$ cat src/rtl/xc_pmul_seq_if.sv
// Request/response bundle between the execute stage and the packed-multiply sequencer.
interface xc_pmul_seq_if;
  logic        valid;
  logic        flush;
  logic [31:0] rs1;
  logic [31:0] rs2;
  logic [1:0]  pw;
  logic        hi;
  logic        ready;
  logic        busy;
  logic [31:0] result;

  modport master (output valid, flush, rs1, rs2, pw, hi, input ready, busy, result);
  modport slave  (input valid, flush, rs1, rs2, pw, hi, output ready, busy, result);
endinterface

$ cat src/rtl/xc_pmul_seq.sv
// Shift-add packed multiplier: one multiplier bit per cycle, all lanes in parallel.
// The datapath is built from 4-bit slices whose carry chain is cut at lane boundaries.

module xc_pmul_nib (
  input  logic [3:0] h,
  input  logic [3:0] a,
  input  logic       en,
  input  logic       cin,
  output logic [3:0] sum,
  output logic       cout
);
  assign {cout, sum} = {1'b0, h} + {1'b0, a & {4{en}}} + {4'b0, cin};
endmodule

module xc_pmul_seq (
  input  logic          g_clk,
  input  logic          g_reset,
  xc_pmul_seq_if.slave  bus
);
  localparam int NIB = 8;

  typedef enum logic [1:0] {IDLE, RUN, DONE} state_t;
  state_t state, state_nxt;

  logic [31:0] a_q, h_q, l_q, res_q;
  logic [31:0] h_sum, h_nxt, l_nxt;
  logic [1:0]  pw_q;
  logic        hi_q;
  logic [4:0]  count;
  logic [4:0]  lw_m1;
  logic [2:0]  lwn_m1;
  logic [NIB-1:0] nib_cout;

  always_comb begin
    case (pw_q)
      2'b00:   lw_m1 = 5'd31;
      2'b01:   lw_m1 = 5'd15;
      2'b10:   lw_m1 = 5'd7;
      default: lw_m1 = 5'd3;
    endcase
  end
  assign lwn_m1 = lw_m1[4:2];

  // Each slice adds A into H only if its lane's current multiplier bit is set;
  // the carry-in is forced to zero on the first slice of every lane.
  for (genvar i = 0; i < NIB; i++) begin : g_nib
    logic       en, cin, cout;
    logic [3:0] sum;
    if (i == 0) begin : g_c0
      assign cin = 1'b0;
    end else begin : g_cn
      assign cin = ((3'(i) & lwn_m1) != 3'd0) & g_nib[i-1].cout;
    end
    assign en = l_q[{3'(i) & ~lwn_m1, 2'b00}];
    xc_pmul_nib u_nib (
      .h(h_q[4*i +: 4]), .a(a_q[4*i +: 4]), .en(en), .cin(cin),
      .sum(sum), .cout(cout)
    );
    assign h_sum[4*i +: 4] = sum;
    assign nib_cout[i]     = cout;
  end

  // Per-lane right shift of {c,H,L}: the lane carry enters H's MSB and
  // H's LSB enters L's MSB.
  always_comb begin
    h_nxt = '0;
    l_nxt = '0;
    for (int k = 0; k < 32; k++) begin
      if ((5'(k) & lw_m1) == lw_m1) begin
        h_nxt[k] = nib_cout[3'(k >> 2)];
        l_nxt[k] = h_sum[5'(k) - lw_m1];
      end else begin
        h_nxt[k] = h_sum[5'(k + 1)];
        l_nxt[k] = l_q[5'(k + 1)];
      end
    end
  end

  always_ff @(posedge g_clk or posedge g_reset) begin
    if (g_reset) state <= IDLE;
    else         state <= state_nxt;
  end

  always_comb begin
    state_nxt = state;
    case (state)
      IDLE:    if (bus.valid) state_nxt = RUN;
      RUN:     if (count == lw_m1) state_nxt = DONE;
      DONE:    state_nxt = IDLE;
      default: state_nxt = IDLE;
    endcase
    if (bus.flush) state_nxt = IDLE;
  end

  always_ff @(posedge g_clk or posedge g_reset) begin
    if (g_reset) begin
      a_q   <= '0;
      h_q   <= '0;
      l_q   <= '0;
      res_q <= '0;
      pw_q  <= '0;
      hi_q  <= 1'b0;
      count <= '0;
    end else if (state == IDLE && state_nxt == RUN) begin
      a_q   <= bus.rs1;
      l_q   <= bus.rs2;
      h_q   <= '0;
      pw_q  <= bus.pw;
      hi_q  <= bus.hi;
      count <= '0;
    end else if (state == RUN && !bus.flush) begin
      h_q   <= h_nxt;
      l_q   <= l_nxt;
      count <= count + 5'd1;
      if (state_nxt == DONE) res_q <= hi_q ? h_nxt : l_nxt;
    end
  end

  assign bus.ready  = (state == DONE);
  assign bus.busy   = (state != IDLE);
  assign bus.result = res_q;
endmodule
$ cat src/flat_wrapper.sv
// flat-port wrapper written by rule: the top's interface ports become plain ports
module xc_pmul_seq_flat 
  (g_clk, g_reset, bus_valid, bus_flush, bus_rs1, bus_rs2, bus_pw, bus_hi, bus_ready, bus_busy, bus_result);
  xc_pmul_seq_if bus_i ();
  input  logic g_clk;
  input  logic g_reset;
  input wire logic [$bits(bus_i.valid)-1:0] bus_valid;
  input wire logic [$bits(bus_i.flush)-1:0] bus_flush;
  input wire logic [$bits(bus_i.rs1)-1:0] bus_rs1;
  input wire logic [$bits(bus_i.rs2)-1:0] bus_rs2;
  input wire logic [$bits(bus_i.pw)-1:0] bus_pw;
  input wire logic [$bits(bus_i.hi)-1:0] bus_hi;
  output wire logic [$bits(bus_i.ready)-1:0] bus_ready;
  output wire logic [$bits(bus_i.busy)-1:0] bus_busy;
  output wire logic [$bits(bus_i.result)-1:0] bus_result;
  assign bus_i.valid = bus_valid;
  assign bus_i.flush = bus_flush;
  assign bus_i.rs1 = bus_rs1;
  assign bus_i.rs2 = bus_rs2;
  assign bus_i.pw = bus_pw;
  assign bus_i.hi = bus_hi;
  assign bus_ready = bus_i.ready;
  assign bus_busy = bus_i.busy;
  assign bus_result = bus_i.result;
  xc_pmul_seq u_core (.g_clk(g_clk), .g_reset(g_reset), .bus(bus_i));
endmodule
$ cat config.mk
export PLATFORM = sky130hd
export DESIGN_NAME = xc_pmul_seq_flat
export DESIGN_NICKNAME = d
export VERILOG_FILES = /design/src/rtl/xc_pmul_seq_if.sv /design/src/rtl/xc_pmul_seq.sv /design/src/flat_wrapper.sv
export SDC_FILE = /design/constraint.sdc
export NUM_CORES = 1
export LEC_CHECK = 0
export BUFFER_PORTS_ARGS = -buffer_cell sky130_fd_sc_hd__buf_2
export CAP_MARGIN = 30
export CORE_UTILIZATION = 35
export CTS_CLUSTER_SIZE = 24
export DETAILED_ROUTE_END_ITERATION = 10
export GPL_ROUTABILITY_DRIVEN = 0
export SLEW_MARGIN = 40
export SYNTH_ARGS = -nofsm -noshare
export SYNTH_HDL_FRONTEND = slang
export SYNTH_SLANG_ARGS = --single-unit
$ cat constraint.sdc
create_clock -name g_clk -period 23.1 [get_ports g_clk]
set_clock_uncertainty 0.05 [all_clocks]
set_input_delay 4.62 -clock g_clk [delete_from_list [all_inputs] [get_ports g_clk]]
set_output_delay 4.62 -clock g_clk [all_outputs]
set_load 0.02 [all_outputs]
======== After elaboration in Yosys (flattened, before gate mapping) ========
Cells that the tools add are included.
word-level totals
  output and inout bits ................... 34
  input port bits ......................... 71
  bits in registers ....................... 135
  logic and storage cells ................. 294
cells by class
  mux-type cells .......................... 137
  bitwise gates (word level) .............. 17
  add/sub/neg operators ................... 48
  reductions and logical operators ........ 38
  eq/ne operators ......................... 7
  order comparisons ....................... 39
operators with widths
  cell                   number
  $lt A5 B6 Y1 const B   36
  $bmux W1 S5            32
  $mux W1                89
  $sub A5 B5 Y5 const A  16
  $mux W32               2
  $mux W29               2
  $sub A4 B5 Y5 const A  8
  $add A4 B4 Y5          7
  $and A4 B4 Y4          8
  $add A5 B1 Y5          6
  $logic_not A3 Y1       10
  $logic_not A2 Y1       12
  $logic_not A4 Y1       5
  $sub A3 B5 Y5 const A  4
  $mux W16               1
  $pmux W5 S3            1
  $lt A4 B6 Y1 const B   2
  $reduce_bool A3 Y1     4
  $mux W5                2
  $sub A1 B5 Y5 const A  2
  $sub A2 B5 Y5 const A  2
  $and A1 B1 Y1          7
  $bmux W1 S2            3
  $eq A2 B1 Y1 const B   3
  other kinds (16)       22

======== Longest topological paths before layout ========
Gate-level depths: netlist of run 1.
  depth after elaboration ................. 25
  depth in mapped cells ................... 49
  mapped depth without buffers ............ 48

======== Cells and area by module ========
A second synthesis of run 1 with hierarchy kept.
unflattened totals
  cell total of the unflattened synthesis .. 665
  area total of the unflattened synthesis .. 7,350.8 um^2
by module, submodules not included
  module                                   cells an instance  area an instance (um^2)  instances  sequential area each (um^2)
  xc_pmul_seq                              485                5,939.4                  1          2,752.6
  xc_pmul_nib (u_core.g_nib[0].u_nib ...)  22                 183.9                    4          0.0
  xc_pmul_nib (u_core.g_nib[4].u_nib ...)  23                 168.9                    4          0.0

======== Worst setup path before layout of run 1 ========
Ideal clock, no wire load.
  path kind ............................... register to register
  start point ............................. reg u_core.pw_q[0]
  end point ............................... reg u_core.l_q[3]
  arrival time ............................ 7.693 ns
  cell stages (with the launch flop) ...... 45
  setup slack ............................. 15.231 ns
  library setup time ...................... 0.126 ns
  buffers on the path ..................... 3
  path through ............................ dfrtp_1 > ha_1 > buf_6 > buf_2 > buf_1 > mux2i_1 > nor2b_1 > fa_1 > inv_1 > fa_1 > inv_1 > a21o_1 > a21oi_1 > nor3_1 > fa_1 > inv_1 > fa_1 > inv_1 > (+9 left out) > and2_1 > ha_1 > ha_1 > nand2_1 > nor3_1 > ha_1 > ha_1 > nand3_1 > nor3_1 > ha_1 > ha_1 > nand2_1 > nor3_1 > ha_1 > mux4_2 > mux2i_1 > a211oi_1 > a221o_1
on the way
  word-level cells in the longest chain between the ends .. 25
  elaborated cells on any way between the ends .. 65
  classes of those cells .................. 15 x add/sub; 4 x eq/ne; 23 x mux; 15 x bitwise; 8 x reduce/logical
RTL lines
  element                                      RTL line            text
  from (decl)                                  xc_pmul_seq.sv:27   logic [1:0] pw_q;
  from (signal assigned)                       xc_pmul_seq.sv:108  pw_q <= bus.pw;
  $eq A2 B2 Y1, or another cell as far along   xc_pmul_seq.sv:35   case (pw_q)
  $pmux W5 S3 *                                xc_pmul_seq.sv:35
  $not A3 Y3                                   xc_pmul_seq.sv:54   assign en = l_q[{3'(i) & ~lwn_m1, 2'b00}];
  $mux W1 (not written as such) (2 in series)  xc_pmul_seq.sv:54
  $and A4 B4 Y4                                xc_pmul_seq.sv:12   assign {cout, sum} = {1'b0, h} + {1'b0, a & {4{en}}} + {4'b0, cin};
  $add A4 B4 Y5                                xc_pmul_seq.sv:12
  $add A5 B1 Y5                                xc_pmul_seq.sv:12
  $and A1 B1 Y1                                xc_pmul_seq.sv:52   assign cin = ((3'(i) & lwn_m1) != 3'd0) & g_nib[i-1].cout;
  (+8 left out)                                n/a
  $add A5 B1 Y5                                xc_pmul_seq.sv:12
  $and A1 B1 Y1                                xc_pmul_seq.sv:52
  $add A4 B1 Y4                                xc_pmul_seq.sv:12
  $bmux W1 S5                                  xc_pmul_seq.sv:71   l_nxt[k] = h_sum[5'(k) - lw_m1];
  $mux W1 (not written as such)                xc_pmul_seq.sv:71
  $mux W1                                      xc_pmul_seq.sv:69   if ((5'(k) & lw_m1) == lw_m1) begin
  $mux W29                                     xc_pmul_seq.sv:111  end else if (state == RUN && !bus.flush) begin
  $mux W29                                     xc_pmul_seq.sv:104  end else if (state == IDLE && state_nxt == RUN) begin
  to (signal assigned)                         xc_pmul_seq.sv:106  l_q <= bus.rs2;
  to (signal assigned)                         xc_pmul_seq.sv:113  l_q <= l_nxt;
  to (decl)                                    xc_pmul_seq.sv:25   logic [31:0] a_q, h_q, l_q, res_q;
Mark *: on every way between the ends. The rest lies on a longest branch, timed or not. The select of a mux whose other input is x is not followed.
A chain may end at the register's enable or synchronous reset.

======== Final worst setup path of run 1 ========
  start point ............................. reg u_core.l_q[0]
  end point ............................... reg u_core.l_q[11]
on the way
  word-level cells in the longest chain between the ends .. 22
  elaborated cells on any way between the ends .. 49
  classes of those cells .................. 15 x add/sub; 19 x mux; 15 x bitwise
RTL lines
  element                                      RTL line
  $mux W1 (not written as such) (2 in series)  xc_pmul_seq.sv:54
  $and A4 B4 Y4                                xc_pmul_seq.sv:12
  $add A4 B4 Y5                                xc_pmul_seq.sv:12
  $add A5 B1 Y5                                xc_pmul_seq.sv:12
  $and A1 B1 Y1                                xc_pmul_seq.sv:52
  $add A5 B1 Y5                                xc_pmul_seq.sv:12
  $and A1 B1 Y1                                xc_pmul_seq.sv:52
  $add A5 B1 Y5                                xc_pmul_seq.sv:12
  (+5 left out)                                n/a
  $add A5 B1 Y5                                xc_pmul_seq.sv:12
  $and A1 B1 Y1                                xc_pmul_seq.sv:52
  $add A4 B1 Y4                                xc_pmul_seq.sv:12
  $bmux W1 S5 *                                xc_pmul_seq.sv:71
  $mux W1 (not written as such) *              xc_pmul_seq.sv:71
  $mux W1 *                                    xc_pmul_seq.sv:69
  $mux W29 *                                   xc_pmul_seq.sv:111
  $mux W29 *                                   xc_pmul_seq.sv:104
Marked as above.

==> results of run 1 <==
-- logic make-up after synthesis --
logic type	Yosys count	share of synthesized area [%]
flops	110	41.40
mux	78	14.79
xor+xnor	22	2.898
simple gates	184	13.10
fa+ha+maj	36	7.565
buf+inv	69	4.328
compound gates	152	15.92
-- power by group --
group / leakage (nW) / switching (W) / internal [W] / total (W)
Combinational: 2.06 / 0.000196 / 0.000138 / 0.000334
Clock: 0.149 / 0.0000728 / 0.0000949 / 0.000168
Sequential: 1.42 / 0.0000346 / 0.000232 / 0.000266
-- registers in the layout, summed over array words and instances, names as in the netlist --
| register | flops |
|---|---|
| u_core.pw_q | 2 |
| u_core.a_q | 32 |
| u_core.l_q | 20 |
| u_core.hi_q | 1 |
| u_core.count | 5 |
| u_core.state | 2 |
| u_core.bus.result | 32 |
| u_core.h_q | 16 |
-- cell usage after synthesis, types with 6 or more instances --
| cell type | count | share of area (%) |
|---|---|---|
| dfrtp_1 | 110 | 41 |
| nand2_1 | 90 | 5.1 |
| o21ai_0 | 49 | 3.7 |
| mux2_2 | 40 | 6.8 |
| ha_1 | 29 | 5.5 |
| inv_1 | 27 | 1.5 |
| clkbuf_1 | 26 | 1.5 |
| nor2_1 | 26 | 1.5 |
| mux2i_1 | 24 | 3.6 |
| a21oi_1 | 23 | 1.7 |
| a22oi_1 | 19 | 2.1 |
| a22o_1 | 18 | 2.4 |
| mux4_2 | 12 | 4.1 |
| nor2b_1 | 12 | 1.1 |
| xnor2_1 | 12 | 1.6 |
| and2_1 | 11 | 1.0 |
| nand3_1 | 10 | 0.75 |
| nor3_1 | 10 | 0.75 |
| xor2_1 | 10 | 1.3 |
| a21o_1 | 8 | 0.90 |
| buf_2 | 8 | 0.60 |
| fa_1 | 7 | 2.1 |
| nand2b_1 | 6 | 0.56 |
-- path summary, 6_finish.rpt --
| path | depth (start not counted) | slack, ns | to | startpoint |
|---|---|---|---|---|
| min in group asynchronous | 2 | 4.30 | u_core.bus.result[22]$_DFFE_PP0P_ | g_reset |
| setup / recovery | 46 | 13.96 | u_core.l_q[11]$_DFFE_PP0P_ | u_core.l_q[0]$_DFFE_PP0P_ |
| hold reg to reg | 2 | 0.43 | u_core.bus.result[15]$_DFFE_PP0P_ | u_core.bus.result[15]$_DFFE_PP0P_ |
| hold / removal | 2 | 0.43 | u_core.bus.result[15]$_DFFE_PP0P_ | u_core.bus.result[15]$_DFFE_PP0P_ |
| max in group asynchronous | 3 | 17.75 | u_core.l_q[14]$_DFFE_PP0P_ | g_reset |
| setup reg to reg | 46 | 13.96 | u_core.l_q[11]$_DFFE_PP0P_ | u_core.l_q[0]$_DFFE_PP0P_ |
-- cell type report --
| cell class | count | area [µm²] | share of cell area (%) |
|---|---|---|---|
| well taps | 234 | 292.8 | 3.822 |
| inverters | 30 | 115.1 | 1.503 |
| multi-input cells | 472 | 3635 | 47.45 |
| repair buffers | 102 | 550.5 | 7.187 |
| clock buffers | 10 | 229.0 | 2.989 |
| flip-flops and latches | 110 | 2753 | 35.94 |
| clock inverters | 5 | 85.08 | 1.111 |
-- through the flow --
| stage | utilization (%) | std cells | hold slack [ns] |
|---|---|---|---|
| 3_5_place_dp | 39.28 | 948 | 0.4196 |
| 4_1_cts | 40.97 | 963 | 0.4354 |
| 6_report | 41.09 | 963 | 0.4301 |
| 5_1_grt | 41.09 | 963 | 0.4507 |
| 3_3_place_gp | 39.19 | 947 | 0.4059 |
| 2_1_floorplan | - | 651 | 0.4063 |
-- routing by layer --
layer,part of all wire [%],up-vias,global-route usage (%)
met5,0,-,0
met3,4.6,19,2.856
met4,1.8,0,6.767
li1,-,2480,-
met2,45,133,28.95
met1,48,2599,28.32
-- worst min-delay path: cells and delay by family, from the launching register on --
kind / cells / cell delay [ns]
AOI/OAI and AO/OA: 1 / 0.06
DFF: 1 / 0.34
and+or+nand+nor: 1 / 0.04
==> impl_metrics.xml, run 1 <==
<?xml version="1.0" encoding="UTF-8"?>
<metrics>
  <group name="sta">
    <metric name="slew_headroom" unit="%">44.53</metric>
    <metric name="rsz0062_at_grt" unit="">false</metric>
    <metric name="finalWorstPathRequiredPeriod" unit="ns">9.144</metric>
    <metric name="setup_tns" unit="ns">0</metric>
    <metric name="setup_viol" unit="">0</metric>
    <metric name="timing.final.hold_violations" unit="">0</metric>
    <metric name="final_clock_period_utilization_by_the_worst_path" unit="%">39.58</metric>
    <metric name="tightestPinTransition" unit="ns">0.8261</metric>
    <metric name="slew_viol_final" unit="">0</metric>
    <metric name="worst_slack" unit="ns">13.96</metric>
    <metric name="timing.fmax" unit="MHz">109.4</metric>
  </group>
  <group name="floorplan">
    <metric name="io_pins" unit="">105</metric>
    <metric name="dieWidth" unit="µm">139.8</metric>
    <metric name="die_area" unit="mm²">0.01955</metric>
    <metric name="placeableCoreArea" unit="mm²">0.01864</metric>
    <metric name="fp-row-count" unit="">50</metric>
    <metric name="die_height" unit="µm">139.8</metric>
    <metric name="initial_core_util" unit="%">35.66</metric>
  </group>
  <group name="cts">
    <metric name="cts_inserted_buffers" unit="">9</metric>
    <metric name="cts_hold_buf" unit="">0</metric>
    <metric name="post_cts_resized" unit="">0</metric>
    <metric name="post_cts_setup_buffer_count" unit="">0</metric>
    <metric name="insertion_delay" unit="ns">0.36</metric>
    <metric name="cts_root_buf" unit="">clkbuf_16</metric>
    <metric name="cts_htree_levels" unit="">3</metric>
    <metric name="cts_num_sinks" unit="">110</metric>
    <metric name="tritoncts" unit="">built</metric>
    <metric name="clk_pin_slew" unit="ns">0.08</metric>
    <metric name="cts.path.max_buffers" unit="">2</metric>
  </group>
  <group name="worst_setup_path">
    <metric name="buffers_inverters_on_critical_path" unit="">7</metric>
    <metric name="critical_path.top_delay_family" unit="">adder cells</metric>
    <metric name="crit_required" unit="ns">23.30</metric>
    <metric name="arrival" unit="ns">9.34</metric>
    <metric name="worst_path_max_delay_cell" unit="">dfrtp_1</metric>
    <metric name="critical_path.max_stage_delay" unit="ns">0.69</metric>
    <metric name="critical_path.endpoint_type" unit="">register</metric>
    <metric name="worstSetupPathType" unit="">register to register</metric>
    <metric name="startpoint_type" unit="">register</metric>
    <metric name="critical_path_peak_fanout" unit="">14</metric>
    <metric name="critical_path.most_common_cell" unit="">ha_1</metric>
  </group>
  <group name="power_and_ir_drop">
    <metric name="total_power" unit="W">0.0007675</metric>
    <metric name="p_per_area" unit="mW/mm²">100.2</metric>
    <metric name="worst_ir_drop_vdd" unit="mV">0.04159</metric>
    <metric name="static-leakage-power" unit="nW">3.626</metric>
  </group>
  <group name="routing">
    <metric name="antenna_violating_nets_post_route" unit="">0</metric>
    <metric name="route.detailed.drc" unit="">0</metric>
    <metric name="routedWlPerCell" unit="µm">18.64</metric>
    <metric name="vias" unit="">5231</metric>
    <metric name="drt_pre_antenna_iters" unit="">5</metric>
    <metric name="routed_wl" unit="µm">17950</metric>
    <metric name="via_per_inst" unit="">5.432</metric>
    <metric name="initialDrtViolationCount" unit="">338</metric>
  </group>
  <group name="outcome">
    <metric name="run_status" unit="">finished clean</metric>
  </group>
  <group name="global_route">
    <metric name="overall_track_demand_over_capacity_in_global_routing" unit="%">19.34</metric>
    <metric name="grt_remaining_overflow" unit="">0</metric>
    <metric name="antenna_found_initial" unit="">0</metric>
    <metric name="grt_first_pass_wirelength" unit="µm">28790</metric>
    <metric name="first_global_vias" unit="">5070</metric>
    <metric name="grt_max_degree" unit="">68</metric>
  </group>
  <group name="final_layout">
    <metric name="layout_common_cells" unit="">110 x dfrtp_1, 92 x buf_2, 90 x nand2_1</metric>
    <metric name="n_antenna_cell" unit="">0</metric>
    <metric name="nNetsFinal" unit="">832</metric>
    <metric name="drive_above_1_share" unit="%">25.65</metric>
    <metric name="synthToLayoutAreaGrowth" unit="%">15.21</metric>
    <metric name="most_common_cell_after_layout_fill_and_taps_aside" unit="">dfrtp_1</metric>
    <metric name="post-route-cell-area" unit="mm²">0.007660</metric>
    <metric name="layout.filler_cells" unit="">1864</metric>
  </group>
  <group name="place">
    <metric name="placement.setup.worst_slack" unit="ns">14.14</metric>
    <metric name="port_buffers" unit="">92</metric>
    <metric name="place_area" unit="mm²">0.007323</metric>
    <metric name="detailed_place_hpwl" unit="µm">13110</metric>
  </group>
  <group name="logic_synthesis">
    <metric name="ys_dominant_reg_cell" unit="">dfrtp_1</metric>
    <metric name="yosysUniqueCellTypes" unit="">61</metric>
    <metric name="ys_ff_latch" unit="">110</metric>
    <metric name="syn_area_per_cell" unit="µm²">10.21</metric>
    <metric name="seq_area_frac_synth" unit="%">41.40</metric>
    <metric name="synth.cell_area" unit="mm²">0.006649</metric>
    <metric name="synth-edff-count" unit="">0</metric>
    <metric name="synth.net_count" unit="">758</metric>
    <metric name="ys.warnings.count" unit="">0</metric>
    <metric name="synthCells" unit="">651</metric>
    <metric name="async_flop_share" unit="%">100.0</metric>
  </group>
  <group name="flow_run">
    <metric name="maxCapViolCount" unit="">0</metric>
  </group>
  <group name="hold_path">
    <metric name="worstHoldPathType" unit="">register to register</metric>
  </group>
</metrics>
Power figures use the tool's default switching activity.
==> inputs of run 2 (changes only) <==
==> constraint.sdc (replaced) <==
create_clock -name g_clk -period 9.5 [get_ports g_clk]
set_clock_uncertainty 0.05 [all_clocks]
set_input_delay 1.9 -clock g_clk [delete_from_list [all_inputs] [get_ports g_clk]]
set_output_delay 1.9 -clock g_clk [all_outputs]
set_load 0.02 [all_outputs]
==> run 2 against run 1 <==
Against the previous run:
- register-to-register slack got worse by 13 ns
- sequential share of layout area about the same
- via count decreased by 1.0%
- die area unchanged
- critical path depth unchanged
- power up 140%
- global-route usage down 0.27 points
- setup slack worse by 13 ns
- first-iteration DRC count rose by 35%
- sequential power up 140%
- critical path type unchanged
- largest power group unchanged
- highest routed layer unchanged
==> impl_metrics.xml, run 2 (synthesis gave the netlist of run 1 again) <==
<?xml version="1.0" encoding="UTF-8"?>
<metrics>
  <group name="final_layout">
    <metric name="n_antenna_cell" unit="">0</metric>
    <metric name="layout_common_cells" unit="">110 x dfrtp_1, 92 x buf_2, 90 x nand2_1</metric>
    <metric name="drive_above_1_share" unit="%">25.85</metric>
    <metric name="most_common_cell_after_layout_fill_and_taps_aside" unit="">dfrtp_1</metric>
    <metric name="nNetsFinal" unit="">834</metric>
    <metric name="multi_input_comb_area" unit="mm²">0.003632</metric>
    <metric name="layout.filler_cells" unit="">1852</metric>
    <metric name="synthToLayoutAreaGrowth" unit="%">15.24</metric>
    <metric name="postLayoutCoreUtil" unit="%">41.10</metric>
    <metric name="layout.area.seq" unit="mm²">0.002753</metric>
  </group>
  <group name="routing">
    <metric name="dr.max_layer_used" unit="">met4</metric>
    <metric name="met3_wirelength" unit="µm">938</metric>
    <metric name="drt_pre_antenna_iters" unit="">4</metric>
    <metric name="vias" unit="">5177</metric>
    <metric name="route.detailed.drc" unit="">0</metric>
    <metric name="met2_length" unit="µm">7942</metric>
    <metric name="initialDrtViolationCount" unit="">456</metric>
    <metric name="met1Wirelength" unit="µm">8713</metric>
    <metric name="routedWlPerCell" unit="µm">18.54</metric>
    <metric name="antenna_violating_nets_post_route" unit="">0</metric>
    <metric name="via_per_inst" unit="">5.365</metric>
    <metric name="routed_wl" unit="µm">17890</metric>
  </group>
  <group name="power_and_ir_drop">
    <metric name="power.share.switching" unit="%">39.41</metric>
    <metric name="static-leakage-power" unit="nW">3.635</metric>
    <metric name="p_sw" unit="W">0.0007332</metric>
    <metric name="p_per_area" unit="mW/mm²">242.8</metric>
    <metric name="power_frac_clock" unit="%">21.8</metric>
    <metric name="power_frac_seq" unit="%">34.4</metric>
    <metric name="cellInternalPower" unit="W">0.001127</metric>
    <metric name="worst_ir_drop_vdd" unit="mV">0.1042</metric>
    <metric name="combinationalPowerShare" unit="%">43.7</metric>
  </group>
  <group name="sta">
    <metric name="final_clock_period_utilization_by_the_worst_path" unit="%">91.85</metric>
    <metric name="timing.final.hold_violations" unit="">0</metric>
    <metric name="slew_viol_final" unit="">0</metric>
    <metric name="tightestPinTransition" unit="ns">0.8419</metric>
    <metric name="setup_tns" unit="ns">0</metric>
    <metric name="rsz0062_at_grt" unit="">false</metric>
    <metric name="finalWorstPathRequiredPeriod" unit="ns">8.726</metric>
    <metric name="setup_viol" unit="">0</metric>
    <metric name="timing.fmax" unit="MHz">114.6</metric>
    <metric name="worst_hold_slack" unit="ns">0.4252</metric>
    <metric name="slew_headroom" unit="%">43.47</metric>
  </group>
  <group name="cts">
    <metric name="cts_inserted_buffers" unit="">9</metric>
    <metric name="cts_num_sinks" unit="">110</metric>
    <metric name="cts_root_buf" unit="">clkbuf_16</metric>
    <metric name="cts_htree_levels" unit="">3</metric>
    <metric name="insertion_delay" unit="ns">0.36</metric>
    <metric name="clk_pin_slew" unit="ns">0.07</metric>
    <metric name="cts_hold_buf" unit="">0</metric>
    <metric name="cts.path.max_buffers" unit="">2</metric>
    <metric name="post_cts_setup_buffer_count" unit="">0</metric>
    <metric name="tritoncts" unit="">built</metric>
    <metric name="post_cts_resized" unit="">0</metric>
  </group>
  <group name="worst_setup_path">
    <metric name="critical_path_peak_fanout" unit="">4</metric>
    <metric name="crit_required" unit="ns">9.70</metric>
    <metric name="worstSetupPathType" unit="">register to register</metric>
    <metric name="worst_path_max_delay_cell" unit="">mux4_2</metric>
    <metric name="critical_path.most_common_cell" unit="">ha_1</metric>
    <metric name="critical_path.max_stage_delay" unit="ns">0.49</metric>
    <metric name="startpoint_type" unit="">register</metric>
    <metric name="critical_path.endpoint_type" unit="">register</metric>
    <metric name="arrival" unit="ns">8.92</metric>
  </group>
  <group name="global_route">
    <metric name="overall_track_demand_over_capacity_in_global_routing" unit="%">19.07</metric>
    <metric name="grt_max_degree" unit="">68</metric>
    <metric name="antenna_found_initial" unit="">0</metric>
    <metric name="first_global_vias" unit="">5048</metric>
    <metric name="grt_remaining_overflow" unit="">0</metric>
    <metric name="grt_first_pass_wirelength" unit="µm">28540</metric>
  </group>
  <group name="floorplan">
    <metric name="fp-row-count" unit="">50</metric>
    <metric name="die_height" unit="µm">139.8</metric>
    <metric name="dieWidth" unit="µm">139.8</metric>
    <metric name="io_pins" unit="">105</metric>
    <metric name="die_area" unit="mm²">0.01955</metric>
    <metric name="placeableCoreArea" unit="mm²">0.01864</metric>
    <metric name="initial_core_util" unit="%">35.66</metric>
  </group>
  <group name="place">
    <metric name="detailed_place_hpwl" unit="µm">13040</metric>
    <metric name="port_buffers" unit="">92</metric>
  </group>
  <group name="hold_path">
    <metric name="worstHoldPathType" unit="">register to register</metric>
  </group>
  <group name="flow_run">
    <metric name="maxCapViolCount" unit="">0</metric>
  </group>
  <group name="outcome">
    <metric name="run_status" unit="">finished clean</metric>
  </group>
</metrics>
-- run 2: changes by cell type in the layout (fill, tap and decap cells not counted), sizes merged --
cell | previous run | this run
buf | 102 | 104
clkbuf | 10 | 9
inv | 29 | 30
-- run 2: cell type report --
class / count / share of cell area, %
Clock buffer: 9 / 2.939
Clock inverter: 6 / 1.127
Inverter: 30 / 1.502
Multi-Input combinational cell: 472 / 47.40
Sequential cell: 110 / 35.92
Tap cell: 234 / 3.821
Timing Repair Buffer: 104 / 7.283
-- run 2: final timing paths --
kind | startpoint | to | slack, ns | cells past startpoint
setup / recovery | u_core.l_q[0]$_DFFE_PP0P_ | u_core.l_q[11]$_DFFE_PP0P_ | 0.77 | 46
hold / removal | u_core.bus.result[15]$_DFFE_PP0P_ | u_core.bus.result[15]$_DFFE_PP0P_ | 0.43 | 2
setup reg to reg | u_core.l_q[0]$_DFFE_PP0P_ | u_core.l_q[11]$_DFFE_PP0P_ | 0.77 | 46
hold reg to reg | u_core.bus.result[15]$_DFFE_PP0P_ | u_core.bus.result[15]$_DFFE_PP0P_ | 0.43 | 2
max in group asynchronous | g_reset | u_core.a_q[13]$_DFFE_PP0P_ | 6.79 | 3
min in group asynchronous | g_reset | u_core.a_q[20]$_DFFE_PP0P_ | 1.58 | 2
-- run 2: through the flow --
stage	total power, W	area (µm²)	std cells	worst slack (ns)
detailed placement	0.001455	7336	950	0.8134
global placement	0.001442	7328	950	0.8907
CTS	0.001864	7647	965	0.7749
floorplan	0.001194	6649	651	1.631
finish	0.001861	7662	965	0.7739
global route	0.001972	7662	965	0.04017
-- run 2: critical path: cells and delay by family (launching register included) --
| kind | cells | cell delay [ns] |
|---|---|---|
| buffers and inverters | 7 | 0.43 |
| multiplexers | 2 | 0.74 |
| AO/OA/AOI/OAI | 9 | 1.05 |
| AND/OR/NAND/NOR | 13 | 1.80 |
| flip-flops | 1 | 0.46 |
| adder cells (fa/ha/maj) | 15 | 4.10 |
-- run 2: power by group through the flow --
| stage | clock, W | sequential [W] | combinational, W |
|---|---|---|---|
| floorplan | 0 | 0.000634 | 0.000560 |
| global placement | 0 | 0.000647 | 0.000795 |
| detailed placement | 0 | 0.000649 | 0.000806 |
| CTS | 0.000416 | 0.000640 | 0.000808 |
| global route | 0.000432 | 0.000655 | 0.000884 |
| finish | 0.000406 | 0.000641 | 0.000813 |
-- run 2: layer usage --
layer	global-route usage (%)	up-vias
met5	0	-
met4	5.726	0
met1	27.82	2538
met2	28.42	147
li1	-	2476
met3	3.648	16
